**config.mk**
```make
export PLATFORM = sky130hd
export DESIGN_NAME = interlayer_ifetch_queue_flat
export DESIGN_NICKNAME = d
export VERILOG_FILES = /design/src/rtl/interlayer_ifetch_queue_if.sv /design/src/rtl/interlayer_ifetch_queue.sv /design/src/flat_wrapper.sv
export SDC_FILE = /design/constraint.sdc
export NUM_CORES = 1
export LEC_CHECK = 0
export CAP_MARGIN = 5
export CORE_UTILIZATION = 46
export DETAILED_ROUTE_END_ITERATION = 16
export GPL_TIMING_DRIVEN = 0
export PLACE_DENSITY = 0.77
export SLEW_MARGIN = 0
export SYNTH_ARGS = -nofsm -noshare
export SYNTH_HDL_FRONTEND = slang
export SYNTH_SLANG_ARGS = --single-unit
```
**constraint.sdc**
```tcl
create_clock -name clk -period 2.1 [get_ports clk]
set_input_delay 0.42 -clock clk [delete_from_list [all_inputs] [get_ports clk]]
set_output_delay 0.42 -clock clk [all_outputs]
set_load 0.02 [all_outputs]
```
**src/rtl/interlayer_ifetch_queue_if.sv**
```systemverilog
// Interface for interlayer_ifetch_queue: bundles the IF-stage fetch handshake
// and the sram-like instruction bus into one port.
// slave  : view taken by the interlayer itself.
// master : view taken by the surrounding environment (IF stage plus bus).
interface interlayer_ifetch_queue_if #(
    parameter int ADDR_W = 32,
    parameter int DATA_W = 32
);
    // IF-stage side
    logic              IF_enable;
    logic [ADDR_W-1:0] IF_mem_addr;
    logic              IF_req_accept;
    logic              IF_skip;
    logic              IF_ready;
    logic [DATA_W-1:0] IF_mem_rdata;
    logic              IF_accept;

    // sram-like instruction bus side
    logic              inst_req;
    logic [ADDR_W-1:0] inst_addr;
    logic [DATA_W-1:0] inst_rdata;
    logic              inst_addr_ok;
    logic              inst_data_ok;

    modport slave (
        input  IF_enable,
        input  IF_mem_addr,
        output IF_req_accept,
        input  IF_skip,
        output IF_ready,
        output IF_mem_rdata,
        input  IF_accept,
        output inst_req,
        output inst_addr,
        input  inst_rdata,
        input  inst_addr_ok,
        input  inst_data_ok
    );

    modport master (
        output IF_enable,
        output IF_mem_addr,
        input  IF_req_accept,
        output IF_skip,
        input  IF_ready,
        input  IF_mem_rdata,
        output IF_accept,
        input  inst_req,
        input  inst_addr,
        output inst_rdata,
        output inst_addr_ok,
        output inst_data_ok
    );
endinterface

```
**src/rtl/interlayer_ifetch_queue.sv**
```systemverilog
// interlayer_ifetch_queue
// Sits between the IF stage and the sram-like instruction bus. Up to
// MAX_OUTSTANDING fetches may be in flight; returned words are buffered in a
// FIFO_DEPTH-entry queue so IF can stall without blocking the bus. A request
// is only issued when the queue is guaranteed a slot for its response, so the
// queue can never overflow. IF_skip flushes the queue and remembers how many
// in-flight responses are stale so they are discarded when they arrive.
//
// Optional feature: define INTERLAYER_STATS_EN to add the stat_drop_cnt and
// stat_stall_cnt counters and ports. Without it the block is otherwise
// identical.
//
// FIFO_DEPTH must be a power of two >= 2; MAX_OUTSTANDING must lie in
// 1..FIFO_DEPTH.
module interlayer_ifetch_queue #(
    parameter int ADDR_W          = 32,
    parameter int DATA_W          = 32,
    parameter int FIFO_DEPTH      = 4,
    parameter int MAX_OUTSTANDING = 2
) (
    input  logic                      clk,
    input  logic                      rst_p,
    interlayer_ifetch_queue_if.slave  bus
`ifdef INTERLAYER_STATS_EN
    ,
    output logic [31:0]               stat_drop_cnt,
    output logic [31:0]               stat_stall_cnt
`endif
);

    // Widths: pointers index the queue, count spans 0..FIFO_DEPTH, the
    // outstanding/drop counters span 0..MAX_OUTSTANDING, and the credit sum
    // (inflight + count) gets one extra bit so it can never wrap.
    localparam int PTR_W = $clog2(FIFO_DEPTH);
    localparam int CNT_W = $clog2(FIFO_DEPTH + 1);
    localparam int OUT_W = $clog2(MAX_OUTSTANDING + 1);
    localparam int SUM_W = CNT_W + 1;

    localparam logic [OUT_W-1:0] MAX_OUT_V = OUT_W'(MAX_OUTSTANDING);
    localparam logic [SUM_W-1:0] DEPTH_V   = SUM_W'(FIFO_DEPTH);
    localparam logic [OUT_W-1:0] OUT_ONE   = OUT_W'(1);
    localparam logic [CNT_W-1:0] CNT_ONE   = CNT_W'(1);
    localparam logic [PTR_W-1:0] PTR_ONE   = PTR_W'(1);

    // Architectural state
    logic [OUT_W-1:0]  inflight_q, inflight_d;
    logic [OUT_W-1:0]  drop_q,     drop_d;
    logic [CNT_W-1:0]  count_q,    count_d;
    logic [PTR_W-1:0]  wptr_q,     wptr_d;
    logic [PTR_W-1:0]  rptr_q,     rptr_d;
    logic [DATA_W-1:0] mem_q [FIFO_DEPTH];
    logic [DATA_W-1:0] mem_d [FIFO_DEPTH];

    // Per-cycle events
    logic              req;
    logic              handshake;
    logic              dropping;
    logic              push;
    logic              pop;
    logic [SUM_W-1:0]  credit_used;

    // Request credit and per-cycle events. Every accepted request plus every
    // queued word consumes one queue slot, so a request is only made when a
    // slot is still free for its response. A skip cycle never requests, and
    // any response arriving in a skip cycle or while stale responses remain
    // is discarded. A pop during skip is ignored because the flush wins.
    always_comb begin
        credit_used = SUM_W'(inflight_q) + SUM_W'(count_q);
        req         = !rst_p && bus.IF_enable && !bus.IF_skip &&
                      (inflight_q < MAX_OUT_V) && (credit_used < DEPTH_V);
        handshake   = req && bus.inst_addr_ok;
        dropping    = bus.inst_data_ok && (bus.IF_skip || (drop_q != '0));
        push        = bus.inst_data_ok && !dropping;
        pop         = (count_q != '0) && bus.IF_accept && !bus.IF_skip;
    end

    // Outstanding-request and stale-response bookkeeping. On skip every
    // request still in flight becomes stale, except the one whose response
    // is arriving right now, which is dropped directly in this cycle.
    always_comb begin
        inflight_d = inflight_q;
        case ({handshake, bus.inst_data_ok})
            2'b10:   inflight_d = inflight_q + OUT_ONE;
            2'b01:   inflight_d = inflight_q - OUT_ONE;
            default: inflight_d = inflight_q;
        endcase

        drop_d = drop_q;
        if (bus.IF_skip) begin
            if (bus.inst_data_ok && (inflight_q != '0)) begin
                drop_d = inflight_q - OUT_ONE;
            end else begin
                drop_d = inflight_q;
            end
        end else if (dropping) begin
            drop_d = drop_q - OUT_ONE;
        end
    end

    // Response queue: write at wptr, read at rptr, pointers wrap naturally
    // because the depth is a power of two. Push and pop together keep the
    // count unchanged, even when the queue is full. Skip empties the queue.
    always_comb begin
        mem_d   = mem_q;
        wptr_d  = wptr_q;
        rptr_d  = rptr_q;
        count_d = count_q;

        if (push) begin
            mem_d[wptr_q] = bus.inst_rdata;
            wptr_d        = wptr_q + PTR_ONE;
        end
        if (pop) begin
            rptr_d = rptr_q + PTR_ONE;
        end
        case ({push, pop})
            2'b10:   count_d = count_q + CNT_ONE;
            2'b01:   count_d = count_q - CNT_ONE;
            default: count_d = count_q;
        endcase

        if (bus.IF_skip) begin
            wptr_d  = '0;
            rptr_d  = '0;
            count_d = '0;
        end
    end

    // State registers with synchronous reset; reset abandons anything in
    // flight since the bus side is reset together with this block.
    always_ff @(posedge clk) begin
        if (rst_p) begin
            inflight_q <= '0;
            drop_q     <= '0;
            count_q    <= '0;
            wptr_q     <= '0;
            rptr_q     <= '0;
            mem_q      <= '{default: '0};
        end else begin
            inflight_q <= inflight_d;
            drop_q     <= drop_d;
            count_q    <= count_d;
            wptr_q     <= wptr_d;
            rptr_q     <= rptr_d;
            mem_q      <= mem_d;
        end
    end

    // Outputs: the queue head is registered, so a response shows up on
    // IF_ready/IF_mem_rdata the cycle after inst_data_ok.
    assign bus.inst_req      = req;
    assign bus.inst_addr     = bus.IF_mem_addr;
    assign bus.IF_req_accept = handshake;
    assign bus.IF_ready      = (count_q != '0);
    assign bus.IF_mem_rdata  = mem_q[rptr_q];

`ifdef INTERLAYER_STATS_EN
    logic [31:0] drop_cnt_q,  drop_cnt_d;
    logic [31:0] stall_cnt_q, stall_cnt_d;

    // Statistics: one count per discarded response, and one per cycle where
    // IF wanted to fetch but was held back (skip cycles excluded). Both wrap.
    always_comb begin
        drop_cnt_d  = drop_cnt_q + (dropping ? 32'd1 : 32'd0);
        stall_cnt_d = stall_cnt_q +
                      ((bus.IF_enable && !req && !bus.IF_skip) ? 32'd1 : 32'd0);
    end

    // Statistic registers, cleared only by reset.
    always_ff @(posedge clk) begin
        if (rst_p) begin
            drop_cnt_q  <= '0;
            stall_cnt_q <= '0;
        end else begin
            drop_cnt_q  <= drop_cnt_d;
            stall_cnt_q <= stall_cnt_d;
        end
    end

    assign stat_drop_cnt  = drop_cnt_q;
    assign stat_stall_cnt = stall_cnt_q;
`endif

endmodule

```
**src/flat_wrapper.sv**
```systemverilog
// flat-port wrapper written by rule: the top's interface ports become plain ports
module interlayer_ifetch_queue_flat 
#(
    parameter int ADDR_W          = 32,
    parameter int DATA_W          = 32,
    parameter int FIFO_DEPTH      = 4,
    parameter int MAX_OUTSTANDING = 2
)
  (clk, rst_p, bus_IF_enable, bus_IF_mem_addr, bus_IF_req_accept, bus_IF_skip, bus_IF_ready, bus_IF_mem_rdata, bus_IF_accept, bus_inst_req, bus_inst_addr, bus_inst_rdata, bus_inst_addr_ok, bus_inst_data_ok);
  interlayer_ifetch_queue_if #(.ADDR_W(ADDR_W), .DATA_W(DATA_W)) bus_i ();
  input  logic clk;
  input  logic rst_p;
  input wire logic [$bits(bus_i.IF_enable)-1:0] bus_IF_enable;
  input wire logic [$bits(bus_i.IF_mem_addr)-1:0] bus_IF_mem_addr;
  output wire logic [$bits(bus_i.IF_req_accept)-1:0] bus_IF_req_accept;
  input wire logic [$bits(bus_i.IF_skip)-1:0] bus_IF_skip;
  output wire logic [$bits(bus_i.IF_ready)-1:0] bus_IF_ready;
  output wire logic [$bits(bus_i.IF_mem_rdata)-1:0] bus_IF_mem_rdata;
  input wire logic [$bits(bus_i.IF_accept)-1:0] bus_IF_accept;
  output wire logic [$bits(bus_i.inst_req)-1:0] bus_inst_req;
  output wire logic [$bits(bus_i.inst_addr)-1:0] bus_inst_addr;
  input wire logic [$bits(bus_i.inst_rdata)-1:0] bus_inst_rdata;
  input wire logic [$bits(bus_i.inst_addr_ok)-1:0] bus_inst_addr_ok;
  input wire logic [$bits(bus_i.inst_data_ok)-1:0] bus_inst_data_ok;
  assign bus_i.IF_enable = bus_IF_enable;
  assign bus_i.IF_mem_addr = bus_IF_mem_addr;
  assign bus_IF_req_accept = bus_i.IF_req_accept;
  assign bus_i.IF_skip = bus_IF_skip;
  assign bus_IF_ready = bus_i.IF_ready;
  assign bus_IF_mem_rdata = bus_i.IF_mem_rdata;
  assign bus_i.IF_accept = bus_IF_accept;
  assign bus_inst_req = bus_i.inst_req;
  assign bus_inst_addr = bus_i.inst_addr;
  assign bus_i.inst_rdata = bus_inst_rdata;
  assign bus_i.inst_addr_ok = bus_inst_addr_ok;
  assign bus_i.inst_data_ok = bus_inst_data_ok;
  interlayer_ifetch_queue #(.ADDR_W(ADDR_W), .DATA_W(DATA_W), .FIFO_DEPTH(FIFO_DEPTH), .MAX_OUTSTANDING(MAX_OUTSTANDING)) u_core (.clk(clk), .rst_p(rst_p), .bus(bus_i));
endmodule
```
; Word-level counts from Yosys, hierarchy flattened
; Index checks and enable logic that the tools add are counted.
[word_totals]
reg_bits = 139
elab_cells = 61
[op_classes]
addsub = 8
n_lt_le_gt_ge = 5
eq_ne = 4
muxes = 11
bitwise_logic = 2
reduce_logical = 22
[ops]
columns = op, count
row1 = $bwmux 128, 1
row2 = $mux 32, 3
row3 = $bmux 32 s2, 1
row4 = $demux 32 s2, 1
row5 = $logic_and 1x1->1, 11
row6 = $reduce_bool 2->1, 5
row7 = $add 2x1->2 const B, 3
row8 = $ge 3x3->1 const B, 2
row9 = $mux 2, 3
row10 = $not 2->3, 2
row11 = $pmux 3 s2, 1
row12 = $add 2x3->4, 1
row13 = $eq 2x1->1 const B, 2
row14 = $eq 2x2->1 const B, 2
row15 = $lt 4x3->1 const B, 1
row16 = $pmux 2 s2, 1
row17 = $sub 2x1->2 const B, 2
row18 = $add 3x1->3 const B, 1
row19 = $logic_not 1->1, 3
row20 = $lt 3x1->1 const B, 1
row21 = $reduce_bool 3->1, 1
row22 = $sub 3x1->3 const B, 1
row23 = $lt 2x2->1 const B, 1
row24 = $reduce_or 2->1, 1
row25 = $logic_or 1x1->1, 1

; Logic depth before layout (Yosys ltp)
; Gate-level depths: netlist of the first run.
[depth]
word_depth = 8
ltp_mapped = 11

; Worst setup path after synthesis of the first run
; Ideal clock, no wire load.
[synth_path]
path_kind = register to register
from = register u_core.drop_q[0]
to = register u_core.count_q[2]
setup_time_ps = 70
arrival_ps = 2222
required_time_ps = 2030
setup_slack_ps = -192
stages_incl_launch_ff = 12
n_path_buf = 1
path_cell_list = dfxtp_1 > inv_1 > ha_1 > buf_2 > nand2_1 > or2_2 > ha_1 > inv_1 > fa_1 > xor2_1 > or3_2 > a21oi_1
[synth_via]
elab_chain_cells = 7
elab_cells_between_ends = 9
classes_between = 2 x eq/ne / 1 x mux / 6 x reduce/logical
[synth_rtl]
columns = element, line
row1 = start: declaration, interlayer_ifetch_queue.sv:47  ; logic [OUT_W-1:0] drop_q, drop_d;
row2 = start signal: assignment, interlayer_ifetch_queue.sv:141  ; drop_q <= drop_d;
row3 = $reduce_bool 2->1 *, interlayer_ifetch_queue.sv:72  ; dropping = bus.inst_data_ok && (bus.IF_skip || (drop_q != '0));
row4 = $logic_or 1x1->1 *, interlayer_ifetch_queue.sv:72
row5 = $logic_and 1x1->1 *, interlayer_ifetch_queue.sv:72
row6 = $logic_not 1->1 *, interlayer_ifetch_queue.sv:73  ; push = bus.inst_data_ok && !dropping;
row7 = $logic_and 1x1->1 *, interlayer_ifetch_queue.sv:73
row8 = $eq 2x1->1 / $eq 2x2->1 (equally long branches), interlayer_ifetch_queue.sv:116  ; case ({push, pop})
row9 = $pmux 3 s2 / $reduce_bool 2->1 (equally long branches), -
row10 = end signal: assignment, interlayer_ifetch_queue.sv:142  ; count_q <= count_d;
row11 = end: declaration, interlayer_ifetch_queue.sv:48  ; logic [CNT_W-1:0] count_q, count_d;
; Mark *: on every way between the ends. The rest lies on a longest branch, timed or not.
; A chain may end at the register's enable or synchronous reset.

; Worst setup path in the final report of the first run
[layout_path]
from = register u_core.count_q[1]
to = output port bus_IF_req_accept
[layout_via]
elab_chain_cells = 4
[layout_rtl]
columns = element, line
row1 = $add 2x3->4, interlayer_ifetch_queue.sv:68  ; credit_used = SUM_W'(inflight_q) + SUM_W'(count_q);
row2 = $lt 4x3->1, interlayer_ifetch_queue.sv:70  ; (inflight_q < MAX_OUT_V) && (credit_used < DEPTH_V);
row3 = $logic_and 1x1->1, interlayer_ifetch_queue.sv:70
row4 = $logic_and 1x1->1, interlayer_ifetch_queue.sv:71  ; handshake = req && bus.inst_addr_ok;
row5 = end: declaration, flat_wrapper.sv:15  ; output wire logic [$bits(bus_i.IF_req_accept)-1:0] bus_IF_req_accept;
; No other way between the ends.

==> metrics.cfg, run 1 <==
[logic_synthesis]
yosysTopAreaCellShare_pct=45.3
synth_top_cell_by_area=dfxtp_1
syn-num-nets=794
ys_async_sr_fraction_pct=0
synth_most_common_cell=nand2_1
synth_top_cells_by_count=259 x nand2_1, 139 x dfxtp_1, 131 x a21oi_1
synth_ff_type=dfxtp_1
seq_area_frac_synth_pct=45.3
syn_inst=713
ys_warn_count=0
synth_edf_count=0
post_synth_num_cell_types=32
synth_area_mm2=0.00614
ys_ff_latch=139
syn_avg_cell_area_um2=8.62
synth_area_leaders=dfxtp_1 45%, nand2_1 16%, mux4_2 12%, a21oi_1 11%, buf_4 4.2%

[sta]
rsz0062_at_grt=true
whs_ns=0.452
layout_min_cycle_time_ns=2.37
setup_viol=22
fin_crit_sh_pct=113
max_freq_mhz=422
maxSlewViolCount=0
clock_skew_ns=0.00584
worst_slew_pin_slew_ns=0.665
layout_setup_ws_ns=-0.272
maxSlewHeadroom_pct=55.6
hold_viol=0

[grt]
grtUsageTotal_pct=25.1
grt_max_degree=17
grt_overflow=0
antenna_found_initial=0
first_global_vias=5424
grt_pass1_wl_mm=27.1

[worst_setup_path]
critical_path_peak_fanout=3
ff2ff_setup_slack_ns=0.12
crit_start=u_core.count_q[1]
critPathRequiredTime_ns=1.68
cp_cell_sequence=ha_4 > or4b_4 > a311oi_4 > and2_1 > buf_6
cp-end-kind=output port
timing.rr.start=u_core.count_q[1]
cp-start-kind=flip-flop
reg2regPathDepth=7
slowest_stage=or4b_4
r2r-end=u_core.inflight_q[0]
max_stage_delay_ns=0.49
crit_path_end=bus_IF_req_accept
worstPathArrival_ns=1.95
critPathKind=flip-flop to output port

[cts]
clk_path_buf_depth=2
postCtsHoldBufs=0
cts-root-buf=clkbuf_16
cts_inserted_buffers=17
cts.sinks=139
clk_pin_slew_ns=0.06
insertion_delay_ns=0.42
tritoncts=yes
htreeDepth=4

[cells_and_area]
fillerInstances=1079
layout.nets=937
multi_input_area_mm2=0.00290
diodes=0
drive_gt1_share_pct=21.6
fin_cells=1039
syn_to_final_growth_pct=36.1
ff_latch_area_mm2=0.00279

[status]
status=finished, violations left
violations=negative setup slack

[power_and_ir_drop]
ir_drop_uv=505
p_leak_nw=3.01
powerDensity_mw_per_mm2=760

[die]
core-area_mm2=0.0128
dieHeight_um=118
rows=41
die-area_mm2=0.0138
start_util_pct=47.9
io_pins=138
die_w_um=118

[detailed_routing]
drc=0
wire_per_inst_um=16.0
drt_iter0_drc=358
ant_nets=0
firstDrtPassIters=5
vias=5446
viasPerCell=5.24
finalWirelength_mm=16.6

[flow_run]
cap_violations=0

[place]
dp_hpwl_mm=10.8
place_congestion=0.804
io_buffers=104
dp_cells=989

[worst_hold_path]
hp-class=flip-flop to flip-flop

==> per-stage QoR <==
| step | area [µm²] | worst slack, ns | setup TNS [ns] | util [%] | total power, W |
|---|---|---|---|---|---|
| final | 8370 | -0.272 | -1.31 | 65.2 | 0.00636 |
| after global routing | 8370 | -0.327 | -2.41 | 65.2 | 0.00657 |
| after CTS | 8330 | -0.289 | -3.84 | 64.9 | 0.00636 |
| after detailed placement | 7440 | -0.681 | -26.28 | 58.0 | 0.00361 |
| after global placement | 7440 | -0.662 | -23.63 | 58.0 | 0.00359 |
| after floorplan | 6180 | 0.00895 | 0 | - | 0.00326 |
==> kinds of logic after synthesis <==
| family | share of synthesized area (%) |
|---|---|
| AOI/OAI and AO/OA | 11.8 |
| xor gates and xnor gates | 1.28 |
| adders and majority gates | 2.16 |
| buffers and inverters | 8.63 |
| DFF | 45.3 |
| muxes | 11.9 |
| and+or+nand+nor | 18.9 |
==> cell usage in the layout (no fill, tap or decap), types with 4 or more instances in the layout <==
cell	n
buf_12	6
inv_1	9
buf_6	39
clkdlybuf4s50_1	67
nand2_1	258
clkbuf_1	35
dfxtp_2	5
buf_4	45
and4b_1	4
mux4_2	32
ha_1	6
buf_8	7
nor2_1	9
a21oi_1	130
dfxtp_1	133
xor2_1	6
nand4b_1	4
clkbuf_16	17
buf_2	17
==> registers in the layout (all words and copies together), names as in the netlist <==
signal             cells
u_core.mem_q         128
u_core.drop_q          2
u_core.rptr_q          2
u_core.wptr_q          2
u_core.count_q         3
u_core.inflight_q      2
==> report_power, final <==
| group | switching [W] | leakage, nW | internal, W |
|---|---|---|---|
| registers | 0.0000424 | 1.13 | 0.00271 |
| clock network | 0.00106 | 0.259 | 0.00171 |
| logic | 0.000437 | 1.63 | 0.000408 |
==> metal layers <==
layer / GRT usage [%] / up-vias / routed length, µm
met3: 6.69 / 23 / 1150
li1: - / 2630 / -
met5: 0 / - / 0
met1: 30.1 / 2592 / 6800
met2: 43.1 / 201 / 8390
met4: 9.38 / 0 / 274
==> worst min path at each step <==
stage | from | endpoint | slack, ns | depth (start not counted)
after floorplan | u_core.mem_q[55] | u_core.mem_q[55] | 0.43 | 2
after global placement | u_core.mem_q[2] | u_core.mem_q[2] | 0.44 | 2
after detailed placement | u_core.mem_q[78] | u_core.mem_q[78] | 0.44 | 2
after CTS | u_core.mem_q[78] | u_core.mem_q[78] | 0.45 | 2
after global routing | u_core.mem_q[78] | u_core.mem_q[78] | 0.47 | 2
final | u_core.mem_q[122] | u_core.mem_q[122] | 0.45 | 2
==> timing repair <==
action                     in CTS  in global routing
pin swaps                       2                  0
hold endpoints to repair        0                  0
buffers inserted               13                 11
setup endpoints to repair      36                 34
cloned                          3                  0
gates resized for setup       245                 23
==> critical path: cells and delay by family, from the launching register on <==
kind / cells / cell delay, ns
AND/OR/NAND/NOR: 2 / 0.67
buffers and inverters: 1 / 0.12
flip-flops: 1 / 0.35
AO/OA/AOI/OAI: 1 / 0.25
adder cells (fa/ha/maj): 1 / 0.15
==> cell type report <==
type                    instances  area share, %
repair buffers                127           15.9
clock buffers                  28           5.94
well taps                     172           2.57
inverters                       9          0.404
multi-input cells             478           34.7
clock inverters                 2          0.419
plain buffers                  84           6.72
flip-flops and latches        139           33.4
(Power assumes the default switching activity.)
==> run 2: changes to the inputs <==
GPL_TIMING_DRIVEN = 1   (was 0)
==> metrics.cfg, run 2 (synthesis gave the netlist of run 1 again) <==
[die]
rows=41
die_w_um=118
die-area_mm2=0.0138
io_pins=138
dieHeight_um=118
start_util_pct=47.9
core-area_mm2=0.0128

[worst_setup_path]
critical_path_peak_fanout=2
timing.rr.start=u_core.count_q[1]
max_stage_delay_ns=0.48
cp_cell_sequence=ha_2 > or4b_4 > a311oi_4 > and2_4 > buf_6
crit_start=u_core.count_q[1]
path_buf_inv=1
cp-start-kind=flip-flop
critPathKind=flip-flop to output port
worstPathArrival_ns=1.91
cp_top_family=simple AND/OR/NAND/NOR gates
slowest_stage=or4b_4
cp-end-kind=output port
critPathRequiredTime_ns=1.68

[sta]
layout_setup_ws_ns=-0.233
max_freq_mhz=429
setup_viol=17
clock_skew_ns=0.00553
hold_viol=0
rsz0062_at_grt=true
setup-tns-final_ns=-1.36
layout_min_cycle_time_ns=2.33
maxSlewHeadroom_pct=51.9
maxSlewViolCount=0
fin_crit_sh_pct=111
worst_slew_pin_slew_ns=0.722
whs_ns=0.453

[power_and_ir_drop]
p_leak_nw=2.68
ir_drop_uv=542
powerDensity_mw_per_mm2=779

[cells_and_area]
design_area_mm2=0.00768
ff_latch_area_mm2=0.00279
layout.nets=849
syn_to_final_growth_pct=25.0
reg_top3=u_core.mem_q (128), u_core.count_q (3)
drive_gt1_share_pct=21.3
largest-register=u_core.mem_q
multi_input_area_mm2=0.00292
final_common_cell=nand2_1
diodes=0
largest_reg_flops=128
final_cell_mix=257 x nand2_1, 134 x dfxtp_1, 130 x a21oi_1, 37 x clkdlybuf4s50_1, 34 x buf_4
fillerInstances=1057

[status]
status=finished, violations left
violations=negative setup slack

[cts]
clk_pin_slew_ns=0.06
clk_path_buf_depth=2
htreeDepth=4
insertion_delay_ns=0.42
postCtsHoldBufs=0
tritoncts=yes
cts_inserted_buffers=17
cts.sinks=139
cts-root-buf=clkbuf_16

[place]
place_congestion=0.718
io_buffers=73
dp_hpwl_mm=9.55
place_area_mm2=0.00697

[flow_run]
cap_violations=0

[detailed_routing]
wire_per_inst_um=16.6
drc=0
vias=5178
ant_nets=0
firstDrtPassIters=5
viasPerCell=5.47
finalWirelength_mm=15.7
drt_iter0_drc=487

[worst_hold_path]
hp-class=flip-flop to flip-flop
min_from=u_core.mem_q[60]

[grt]
grtUsageTotal_pct=23.5
grt_overflow=0
first_global_vias=5223
grt_pass1_wl_mm=25.4
grt_max_degree=72
antenna_found_initial=0

## run 2: stage by stage
stage	instances	worst slack, ns	util (%)	total power, W
floorplan	713	0.00895	-	0.00326
global placement	906	-0.658	54.4	0.00344
detailed placement	906	-0.670	54.4	0.00347
CTS	945	-0.246	58.6	0.00596
global route	947	-0.289	59.9	0.00619
finish	947	-0.233	59.9	0.00598
## run 2: metal layers
metal	part of all wire, %	track usage [%]	routed length (µm)	vias to the layer above
met2	52	40.1	8200	204
li1	-	-	-	2443
met4	1.5	10.1	233	0
met1	40	27.9	6240	2513
met3	6.8	6.10	1070	18
met5	0	0	0	-
## run 2: cell type report
cell class,count,area share (%)
Clock buffer,21,5.99
Clock inverter,5,0.326
Inverter,9,0.440
Multi-Input combinational cell,478,38.0
Sequential cell,139,36.3
Tap cell,172,2.80
Timing Repair Buffer,123,16.1
## run 2: worst reg2reg max path: stages (launching register included)
cell      delay [ns]
dfxtp_2         0.32
ha_2            0.17
or4b_4          0.49
a311oi_4        0.24
buf_4           0.17
buf_6           0.09
nand2_4         0.05
ha_4            0.15
xor2_1          0.13
nor2_1          0.11
a211oi_2        0.05
## run 2: power by group
part           internal [W]  switching (W)
Combinational      0.000329       0.000369
Clock               0.00151        0.00102
Sequential          0.00271      0.0000383
## run 2: path summary, 6_finish.rpt
| kind | endpoint | depth (start not counted) | slack (ns) |
|---|---|---|---|
| min reg2reg | u_core.mem_q[60] | 2 | 0.45 |
| min | u_core.mem_q[60] | 2 | 0.45 |
| max reg2reg | u_core.inflight_q[1] | 10 | -0.01 |
| max | bus_IF_req_accept | 5 | -0.23 |
## run 2: timing repair
item	in CTS	in global routing
cloned	2	0
setup buffers	11	4
endpoints found under the setup margin	36	37
pin swaps	0	3
hold endpoints to repair	0	0
resized for setup	167	53
==> run 3: changes to the inputs <==
RECOVER_POWER = 25   (was unset)
==> metrics.cfg, run 3 (synthesis gave the netlist of run 1 again) <==
[status]
status=finished, violations left
violations=negative setup slack

[cells_and_area]
final_common_cell=nand2_1
largest_reg_flops=128
fin_cells=947
final_cell_mix=257 x nand2_1, 135 x dfxtp_1, 130 x a21oi_1, 37 x clkdlybuf4s50_1, 33 x buf_6
largest-register=u_core.mem_q
diodes=0
layout.nets=849
fillerInstances=1062
syn_to_final_growth_pct=24.7
drive_gt1_share_pct=20.6
reg_top3=u_core.mem_q (128), u_core.count_q (3)

[worst_setup_path]
critPathKind=flip-flop to output port
cp_cell_sequence=ha_2 > or4b_4 > a311oi_4 > and2_4 > buf_6
cp-end-kind=output port
max_stage_delay_ns=0.48
worstPathArrival_ns=1.91
critPathRequiredTime_ns=1.68
r2r-end=u_core.inflight_q[1]
slowest_stage=or4b_4
cp-start-kind=flip-flop
reg2regPathDepth=10
crit_start=u_core.count_q[1]
ff2ff_setup_slack_ns=-0.01
timing.rr.start=u_core.count_q[1]
critical_path_peak_fanout=2

[sta]
maxSlewHeadroom_pct=51.9
worst_slew_pin_slew_ns=0.721
setup_viol=17
max_freq_mhz=429
clock_skew_ns=0.00520
hold_viol=0
rsz0062_at_grt=true
setup-tns-final_ns=-1.35
layout_setup_ws_ns=-0.234
layout_min_cycle_time_ns=2.33
maxSlewViolCount=0
fin_crit_sh_pct=111

[grt]
met1_usage_pct=27.9
busiest_layer=met2
first_global_vias=5223
grt_pass1_wl_mm=25.4
antenna_found_initial=0
grtUsageTotal_pct=23.5
grt.met2_usage_pct=40.1
grt_max_degree=72
grt_overflow=0
grtUsageMet3_pct=6.10

[cts]
insertion_delay_ns=0.42
postCtsHoldBufs=0
clk_path_buf_depth=2
cts_inserted_buffers=17
cts-root-buf=clkbuf_16
clk_pin_slew_ns=0.06
cts.sinks=139
tritoncts=yes
htreeDepth=4

[power_and_ir_drop]
ir_drop_uv=543
p_leak_nw=2.68
powerDensity_mw_per_mm2=779
power_switching_w=0.00142
power_w=0.00597
pwr-share-clk_pct=42.4
intPower_w=0.00454
seqPwrFrac_pct=46.0
switching_share_pct=23.9
power_frac_comb_pct=11.6

[place]
post-place-ws_ns=-0.670
dp_cells=906
io_buffers=73
place_congestion=0.718
dp_hpwl_mm=9.55

[detailed_routing]
viasPerCell=5.45
wire_per_inst_um=16.6
finalWirelength_mm=15.7
firstDrtPassIters=5
vias=5163
drt_iter0_drc=504
ant_nets=0
drc=0

[die]
dieHeight_um=118
io_pins=138
die-area_mm2=0.0138
rows=41
start_util_pct=47.9
die_w_um=118
core-area_mm2=0.0128

[worst_hold_path]
min_from=u_core.mem_q[60]
min_to=u_core.mem_q[60]
holdPathStages=2
hp-class=flip-flop to flip-flop

[flow_run]
cap_violations=0

-- run 3: cell count changes in the layout (fill, tap and decap cells not counted) --
cell	previous run	this run
buf_4	34	30
o31ai_1	0	1
dfxtp_1	134	135
clkbuf_1	2	4
dfxtp_2	4	3
ha_2	2	1
ha_1	5	6
o31ai_2	1	0
clkbuf_2	1	3
-- run 3: repair_timing --
item	in CTS	in global routing
setup endpoints to repair	36	37
pin swaps	0	3
gates resized for setup	167	53
cloned	2	0
buffers inserted	11	4
-- run 3: worst max-delay path: cells and delay by family, from the launching register on --
family,cells,cell delay [ns]
flip-flops,1,0.32
AO/OA/AOI/OAI,1,0.24
AND/OR/NAND/NOR,2,0.66
buffers and inverters,1,0.11
adder cells (fa/ha/maj),1,0.17
-- run 3: how the worst max path moves through the flow --
| stage | slack, ns | depth (start not counted) | endpoint |
|---|---|---|---|
| final | -0.23 | 5 | bus_IF_req_accept |
| after global routing | -0.29 | 5 | bus_IF_req_accept |
| after CTS | -0.25 | 5 | bus_IF_req_accept |
| after detailed placement | -0.67 | 5 | bus_IF_req_accept |
| after global placement | -0.66 | 5 | bus_IF_req_accept |
| after floorplan | 0.009 | 7 | u_core.inflight_q[0] |
-- run 3: metal layers --
layer | up-vias | part of all wire [%]
met3 | 21 | 6.8
met4 | 0 | 1.5
met2 | 198 | 52
met1 | 2502 | 40
met5 | - | 0
li1 | 2442 | -
-- run 3: cell type report --
cell class | count | area (µm²) | area share, %
inverter | 9 | 33.8 | 0.441
timing repair buffer | 123 | 1230 | 16.0
clock buffer | 21 | 460 | 6.01
tap | 172 | 215 | 2.81
clock inverter | 5 | 25.0 | 0.327
multi-input combinational | 478 | 2910 | 38.0
sequential | 139 | 2790 | 36.4
-- run 3: power groups by stage --
| stage | Clock [W] | Combinational (W) | Sequential (W) |
|---|---|---|---|
| after global routing | 0.00268 | 0.000745 | 0.00275 |
| final | 0.00253 | 0.000692 | 0.00274 |
| after CTS | 0.00256 | 0.000652 | 0.00274 |
| after floorplan | 0 | 0.000471 | 0.00279 |
| after detailed placement | 0 | 0.000673 | 0.00280 |
| after global placement | 0 | 0.000652 | 0.00279 |
-- run 3: stage by stage --
| step | hold WS (ns) | instance area, µm² | utilization [%] |
|---|---|---|---|
| global route | 0.469 | 7660 | 59.7 |
| floorplan | 0.433 | 6180 | - |
| finish | 0.452 | 7660 | 59.7 |
| CTS | 0.451 | 7520 | 58.6 |
| global placement | 0.438 | 6970 | 54.4 |
| detailed placement | 0.444 | 6970 | 54.4 |
